### config.mk
export PLATFORM = sky130hd
export DESIGN_NAME = wb_gpio_irq
export DESIGN_NICKNAME = d
export VERILOG_FILES = /design/src/rtl/wb_gpio_irq.sv
export SDC_FILE = /design/constraint.sdc
export NUM_CORES = 1
export LEC_CHECK = 0
export ABC_AREA = 1
export BUFFER_PORTS_ARGS = -buffer_cell sky130_fd_sc_hd__buf_4
export CAP_MARGIN = 30
export CORE_MARGIN = 2
export CORE_UTILIZATION = 30
export DETAILED_ROUTE_END_ITERATION = 10
export PLACE_DENSITY_LB_ADDON = 0.05
export REMOVE_ABC_BUFFERS = 1
export SLEW_MARGIN = 0
export SYNTH_ARGS = -nofsm -noshare
export SYNTH_HDL_FRONTEND = slang
export SYNTH_SLANG_ARGS = --single-unit
### constraint.sdc
create_clock -name wb_clk_i -period 1.78 [get_ports wb_clk_i]
set_input_delay 0.267 -clock wb_clk_i [delete_from_list [all_inputs] [get_ports wb_clk_i]]
set_output_delay 0.267 -clock wb_clk_i [all_outputs]
set_load 0.005 [all_outputs]
### src/rtl/wb_gpio_irq.sv
// wb_gpio_irq: Wishbone-classic GPIO peripheral with per-bit direction,
// synchronised input sampling and edge-detect interrupt.
//
// Ports:
//   wb_clk_i, wb_rst_n_i   clock, asynchronous active-low reset
//   wb_adr_i[4:2]          register select (0 IN, 1 OUT, 2 DIR, 3 RISE_EN,
//                          4 FALL_EN, 5 STATUS (W1C), 6/7 unmapped)
//   wb_dat_i, wb_sel_i     write data and byte enables
//   wb_we_i, wb_cyc_i, wb_stb_i  bus control
//   wb_dat_o, wb_ack_o     registered read data, one-cycle acknowledge
//   gpio_i                 asynchronous pad inputs
//   gpio_o, gpio_oe_o      pad output data and output enables
//   irq_o                  high while any STATUS bit is set
module wb_gpio_irq #(
  parameter int unsigned WIDTH       = 8,
  parameter int unsigned SYNC_STAGES = 2
) (
  input  logic             wb_clk_i,
  input  logic             wb_rst_n_i,
  input  logic [4:0]       wb_adr_i,
  input  logic [31:0]      wb_dat_i,
  input  logic [3:0]       wb_sel_i,
  input  logic             wb_we_i,
  input  logic             wb_cyc_i,
  input  logic             wb_stb_i,
  output logic [31:0]      wb_dat_o,
  output logic             wb_ack_o,
  input  logic [WIDTH-1:0] gpio_i,
  output logic [WIDTH-1:0] gpio_o,
  output logic [WIDTH-1:0] gpio_oe_o,
  output logic             irq_o
);

  logic [WIDTH-1:0] r_out;
  logic [WIDTH-1:0] r_dir;
  logic [WIDTH-1:0] r_rise_en;
  logic [WIDTH-1:0] r_fall_en;
  logic [WIDTH-1:0] r_status;
  logic [WIDTH-1:0] r_prev;
  logic [WIDTH-1:0] r_sync [SYNC_STAGES];
  logic             r_ack;
  logic [31:0]      r_dat;

  logic             w_req;
  logic             w_wr;
  logic             w_rd;
  logic [2:0]       w_sel;
  logic [31:0]      w_bmask;
  logic [WIDTH-1:0] w_wmask;
  logic [WIDTH-1:0] w_wdata;
  logic [WIDTH-1:0] w_in;
  logic [WIDTH-1:0] w_rise;
  logic [WIDTH-1:0] w_fall;
  logic [WIDTH-1:0] w_clr;
  logic [31:0]      w_rdata;
  logic             w_unused;

  // Gating the request with the ack gives one access per ack, so a held
  // strobe is acknowledged every second cycle.
  assign w_req   = wb_cyc_i & wb_stb_i & ~r_ack;
  assign w_wr    = w_req & wb_we_i;
  assign w_rd    = w_req & ~wb_we_i;
  assign w_sel   = wb_adr_i[4:2];
  assign w_bmask = {{8{wb_sel_i[3]}}, {8{wb_sel_i[2]}},
                    {8{wb_sel_i[1]}}, {8{wb_sel_i[0]}}};
  assign w_wmask = w_bmask[WIDTH-1:0];
  assign w_wdata = wb_dat_i[WIDTH-1:0];

  // Byte-address LSBs and data bits above WIDTH carry no information.
  assign w_unused = ^{wb_adr_i[1:0], wb_dat_i, w_bmask};

  assign w_in   = r_sync[SYNC_STAGES-1];
  assign w_rise = w_in & ~r_prev & r_rise_en;
  assign w_fall = ~w_in & r_prev & r_fall_en;
  assign w_clr  = (w_wr && (w_sel == 3'd5)) ? (w_wdata & w_wmask) : '0;

  always_comb begin
    w_rdata = '0;
    case (w_sel)
      3'd0:    w_rdata[WIDTH-1:0] = w_in;
      3'd1:    w_rdata[WIDTH-1:0] = r_out;
      3'd2:    w_rdata[WIDTH-1:0] = r_dir;
      3'd3:    w_rdata[WIDTH-1:0] = r_rise_en;
      3'd4:    w_rdata[WIDTH-1:0] = r_fall_en;
      3'd5:    w_rdata[WIDTH-1:0] = r_status;
      default: w_rdata = '0;
    endcase
  end

  always_ff @(posedge wb_clk_i or negedge wb_rst_n_i) begin
    if (!wb_rst_n_i) begin
      r_ack <= 1'b0;
      r_dat <= '0;
    end else begin
      r_ack <= w_req;
      if (w_rd) r_dat <= w_rdata;
    end
  end

  always_ff @(posedge wb_clk_i or negedge wb_rst_n_i) begin
    if (!wb_rst_n_i) begin
      r_out     <= '0;
      r_dir     <= '0;
      r_rise_en <= '0;
      r_fall_en <= '0;
    end else if (w_wr) begin
      case (w_sel)
        3'd1:    r_out     <= (r_out & ~w_wmask) | (w_wdata & w_wmask);
        3'd2:    r_dir     <= (r_dir & ~w_wmask) | (w_wdata & w_wmask);
        3'd3:    r_rise_en <= (r_rise_en & ~w_wmask) | (w_wdata & w_wmask);
        3'd4:    r_fall_en <= (r_fall_en & ~w_wmask) | (w_wdata & w_wmask);
        default: ;
      endcase
    end
  end

  always_ff @(posedge wb_clk_i or negedge wb_rst_n_i) begin
    if (!wb_rst_n_i) begin
      for (int unsigned i = 0; i < SYNC_STAGES; i++) r_sync[i] <= '0;
      r_prev   <= '0;
      r_status <= '0;
    end else begin
      r_sync[0] <= gpio_i;
      for (int unsigned i = 1; i < SYNC_STAGES; i++) r_sync[i] <= r_sync[i-1];
      r_prev   <= w_in;
      // New edges are OR-ed in after the clear so a simultaneous set wins.
      r_status <= (r_status & ~w_clr) | w_rise | w_fall;
    end
  end

  assign wb_dat_o  = r_dat;
  assign wb_ack_o  = r_ack;
  assign gpio_o    = r_out;
  assign gpio_oe_o = r_dir;
  assign irq_o     = |r_status;

endmodule

==> parameters.txt <==
Parameter                              Value

STA
  Count of endpoints failing hold in the final timing report    0
  RSZ-0062 raised after global routing    false
  Period utilization    0.9438
  Highest attainable clock frequency    0.5953 GHz
  Pins Over Slew Limit    0
  Final setup violation count    0
  Worst Skew    4.321 ps
  Post-layout min period    1680 ps
  Hold slack final    28.46 ps
  Sum Neg Setup Slack    0 ps

Floorplanning
  Horizontal die dimension    111.8 microns
  Die Y    111.8 microns
  Number of top-level pins    104
  Site row count    39
  Die area    12500 sq um
  Initial standard-cell utilization of the core    0.3067
  Core footprint    11370 sq um

CTS
  TritonCTS clock tree    yes
  CTS root buffer    clkbuf_16
  Number of buffers inserted during clock tree synthesis    9
  Bufs on Longest Clock Path    2
  Worst-skew pair later-pin latency    340 ps
  Clock slew at the register clock pins of the worst setup and hold paths    60 ps
  Number of post-CTS setup repair buffers    0
  Total number of H-tree levels    3
  Count of clock tree sinks    73

Yosys
  Synth top area share    0.5239
  Combinational family with the most area after synthesis    simple AND/OR/NAND/NOR gates
  Main area contributors after synthesis    dfrtp_1 (52%), nand2_1 (11%), buf_4 (5.8%), nand3_1 (4.9%), nand4_1 (4.3%)
  Library cell occupying the most area in the post-synthesis netlist    dfrtp_1
  Synthesized-area fraction occupied by xor and xnor cells    0
  Complex-gate fraction of the synthesized area    0.08037
  Total of flip-flops plus latches after synthesis    73
  YS warnings    0
  Post-synthesis instance area    3487 sq um
  Number of distinct library cells after synthesis    26
  Fraction of synthesized area in multiplexers    0
  Basic-gate share of the synthesized area counting and, or, nand and nor cells    0.2623
  Share of synthesized area occupied by flip-flops and latches    0.5239
  Cell count after synthesis    379
  Average size of a mapped cell    9.201 sq um
  Adder-cell share of the synthesized area    0

Worst setup path
  Levels on crit path    3
  Endpoint of the worst setup timing path    irq_o
  Cell Chain, Critical Path    nor4_2, nand2_1, buf_4
  Endpoint type of the worst setup path    primary output
  Highest cell delay on the worst timing path    410 ps
  CP top delay family    simple AND/OR/NAND/NOR gates
  Worst path required time    1510 ps
  Type of the worst setup path    reg2out
  Category of the worst setup path launch point    register
  Arrival time reported for the critical path endpoint    1410 ps
  Timing startpoint of the critical path    r_status[4]
  CP Max Fanout    3
  Max stage delay cell, worst path    dfrtp_1
  Number of cell instances on the worst register-to-register path    7
  Startpoint of the most critical register-to-register path    wb_ack_o
  Count of buffering cells on the critical path with inverters included    1
  Slack of the worst reg-to-reg path    230 ps

GRT
  Maximum number of pins on one net before global-route repair    46
  GRT Max-Usage Layer    met2
  GR Layer Usage met1    0.2194
  Initial antenna violation count    0
  Global routing met2 resource utilization    0.2222
  Number of global-route vias before repair    2566
  Wire length of the first global-routing pass    14.35 mm
  GR Layer Usage met3    0.03756
  Congestion Overflow GR    0
  Overall track demand over capacity in global routing    0.1545

Cells and area
  Antenna diode count    0
  Filler Cell Count    1197
  Layout cell share with drive strength beyond 1    0.2460
  Final net count    488
  Fin cells    582
  Synth-to-layout area growth    20.81%

Power and ir drop
  Total leakage power    2.132 nW
  Peak supply drop    0.4398 mV
  PwrDens    1027 nW/um^2

Placement
  Cells after DPL    565
  Post-DP HPWL    6.148 mm
  Number of buffers added on ports    50
  Final weighted congestion of routability-driven global placement    0.7738

Worst hold path
  Cell depth of the worst min-delay path    1
  Type of the most critical hold path    in2reg

Drt
  Detailed-route wire length per cell    15.35 microns
  Detailed-route DRC error count    0
  Drt via density    4.502
  Number of design-rule violations left by the first detailed-router iteration    178
  Vias after detailed routing    2620
  First-pass iteration count of the detailed router    4
  Remaining antenna violation count after routing    0
  Final wirelength    8.933 mm

Flow run
  Max-cap violations    0

Outcome
  Run status    complete, no violations
per-layer routing:
layer | part of all wire | routed length (microns)
met2 | 0.44 | 3945
met4 | 0.022 | 194
met1 | 0.47 | 4233
met3 | 0.063 | 559
met5 | 0 | 0
worst min-delay path by stage:
stage                     slack (ps)     endpoint        from
after floorplan                  -30    async pin  wb_rst_n_i
after global placement           240      w_in[3]  wb_rst_n_i
after detailed placement         240  wb_dat_o[2]  wb_rst_n_i
after CTS                         20    r_sync[9]   gpio_i[1]
after global routing              10    r_sync[9]   gpio_i[1]
final                             30    r_sync[9]   gpio_i[1]
final cells by class:
class,count,area (sq um),share of cell area
repair buffers,62,480.5,0.1140
multi-input cells,255,1291,0.3065
well taps,143,178.9,0.04247
inverters,33,126.4,0.03000
flip-flops and latches,73,1827,0.4336
clock inverters,2,35.03,0.008316
clock buffers,14,274.0,0.06504
synth_stat cells (all sizes together):
| master | instances |
|---|---|
| nand3b | 3 |
| conb | 1 |
| a21oi | 2 |
| nand3 | 38 |
| dfrtp | 73 |
| o21ai | 36 |
| nor4 | 2 |
| buf | 41 |
| nor2 | 18 |
| nand4 | 25 |
| inv | 33 |
| o211ai | 4 |
| nand2 | 103 |
layout by cell type, fill, tap and decap left out:
master	synthesis	routed
nor4_2	0	1
inv_1	28	28
o21ai_1	8	8
o211ai_1	4	4
nor2_8	1	1
clkbuf_8	0	3
bufinv_16	0	1
buf_4	27	60
dfrtp_1	73	73
nand2_1	100	100
o21ai_0	12	12
buf_12	0	1
nand2_4	2	2
clkinv_2	0	1
clkbuf_1	0	2
nand3_2	4	4
inv_4	1	1
o21ai_2	16	16
nor4_1	2	1
nand2_2	1	1
conb_1	1	24
nor2_2	1	1
nand4_1	24	24
dlygate4sd3_1	0	1
nor2_4	1	1
a21oi_1	2	2
nand3b_1	3	3
inv_2	4	4
nand3_1	34	34
nand4_4	1	1
nor2_1	15	15
clkbuf_16	0	9
report_power, final:
group | switching (W) | internal, W | total (W)
registers | 0.000126 | 0.00182 | 0.00194
clock network | 0.000672 | 0.00120 | 0.00187
logic | 0.000281 | 0.000233 | 0.000514
total | 0.00108 | 0.00325 | 0.00433
cell families (layout without fill, tap and decap cells):
group	count (synthesis)	after routing
other	1	24
and+or+nand+nor	189	189
AOI/OAI and AO/OA	42	42
buffers and inverters	74	111
DFF	73	73
per-stage QoR:
step	util	power [W]	cell area [sq um]	worst slack, ps
after floorplan	-	0.002171	3238	430.0
after global placement	0.3419	0.002489	3887	224.3
after detailed placement	0.3419	0.002495	3887	197.3
after CTS	0.3700	0.004401	4207	25.71
after global routing	0.3705	0.004560	4213	30.52
final	0.3705	0.004327	4213	100.1
timing repair:
| action | in CTS | in global routing |
|---|---|---|
| hold buffers | 1 | 0 |
| endpoints found under the setup margin | 0 | 1 |
| resized for setup | 0 | 1 |
| hold endpoints to repair | 28 | 0 |
No activity file was read; power rests on OpenSTA's default activity.
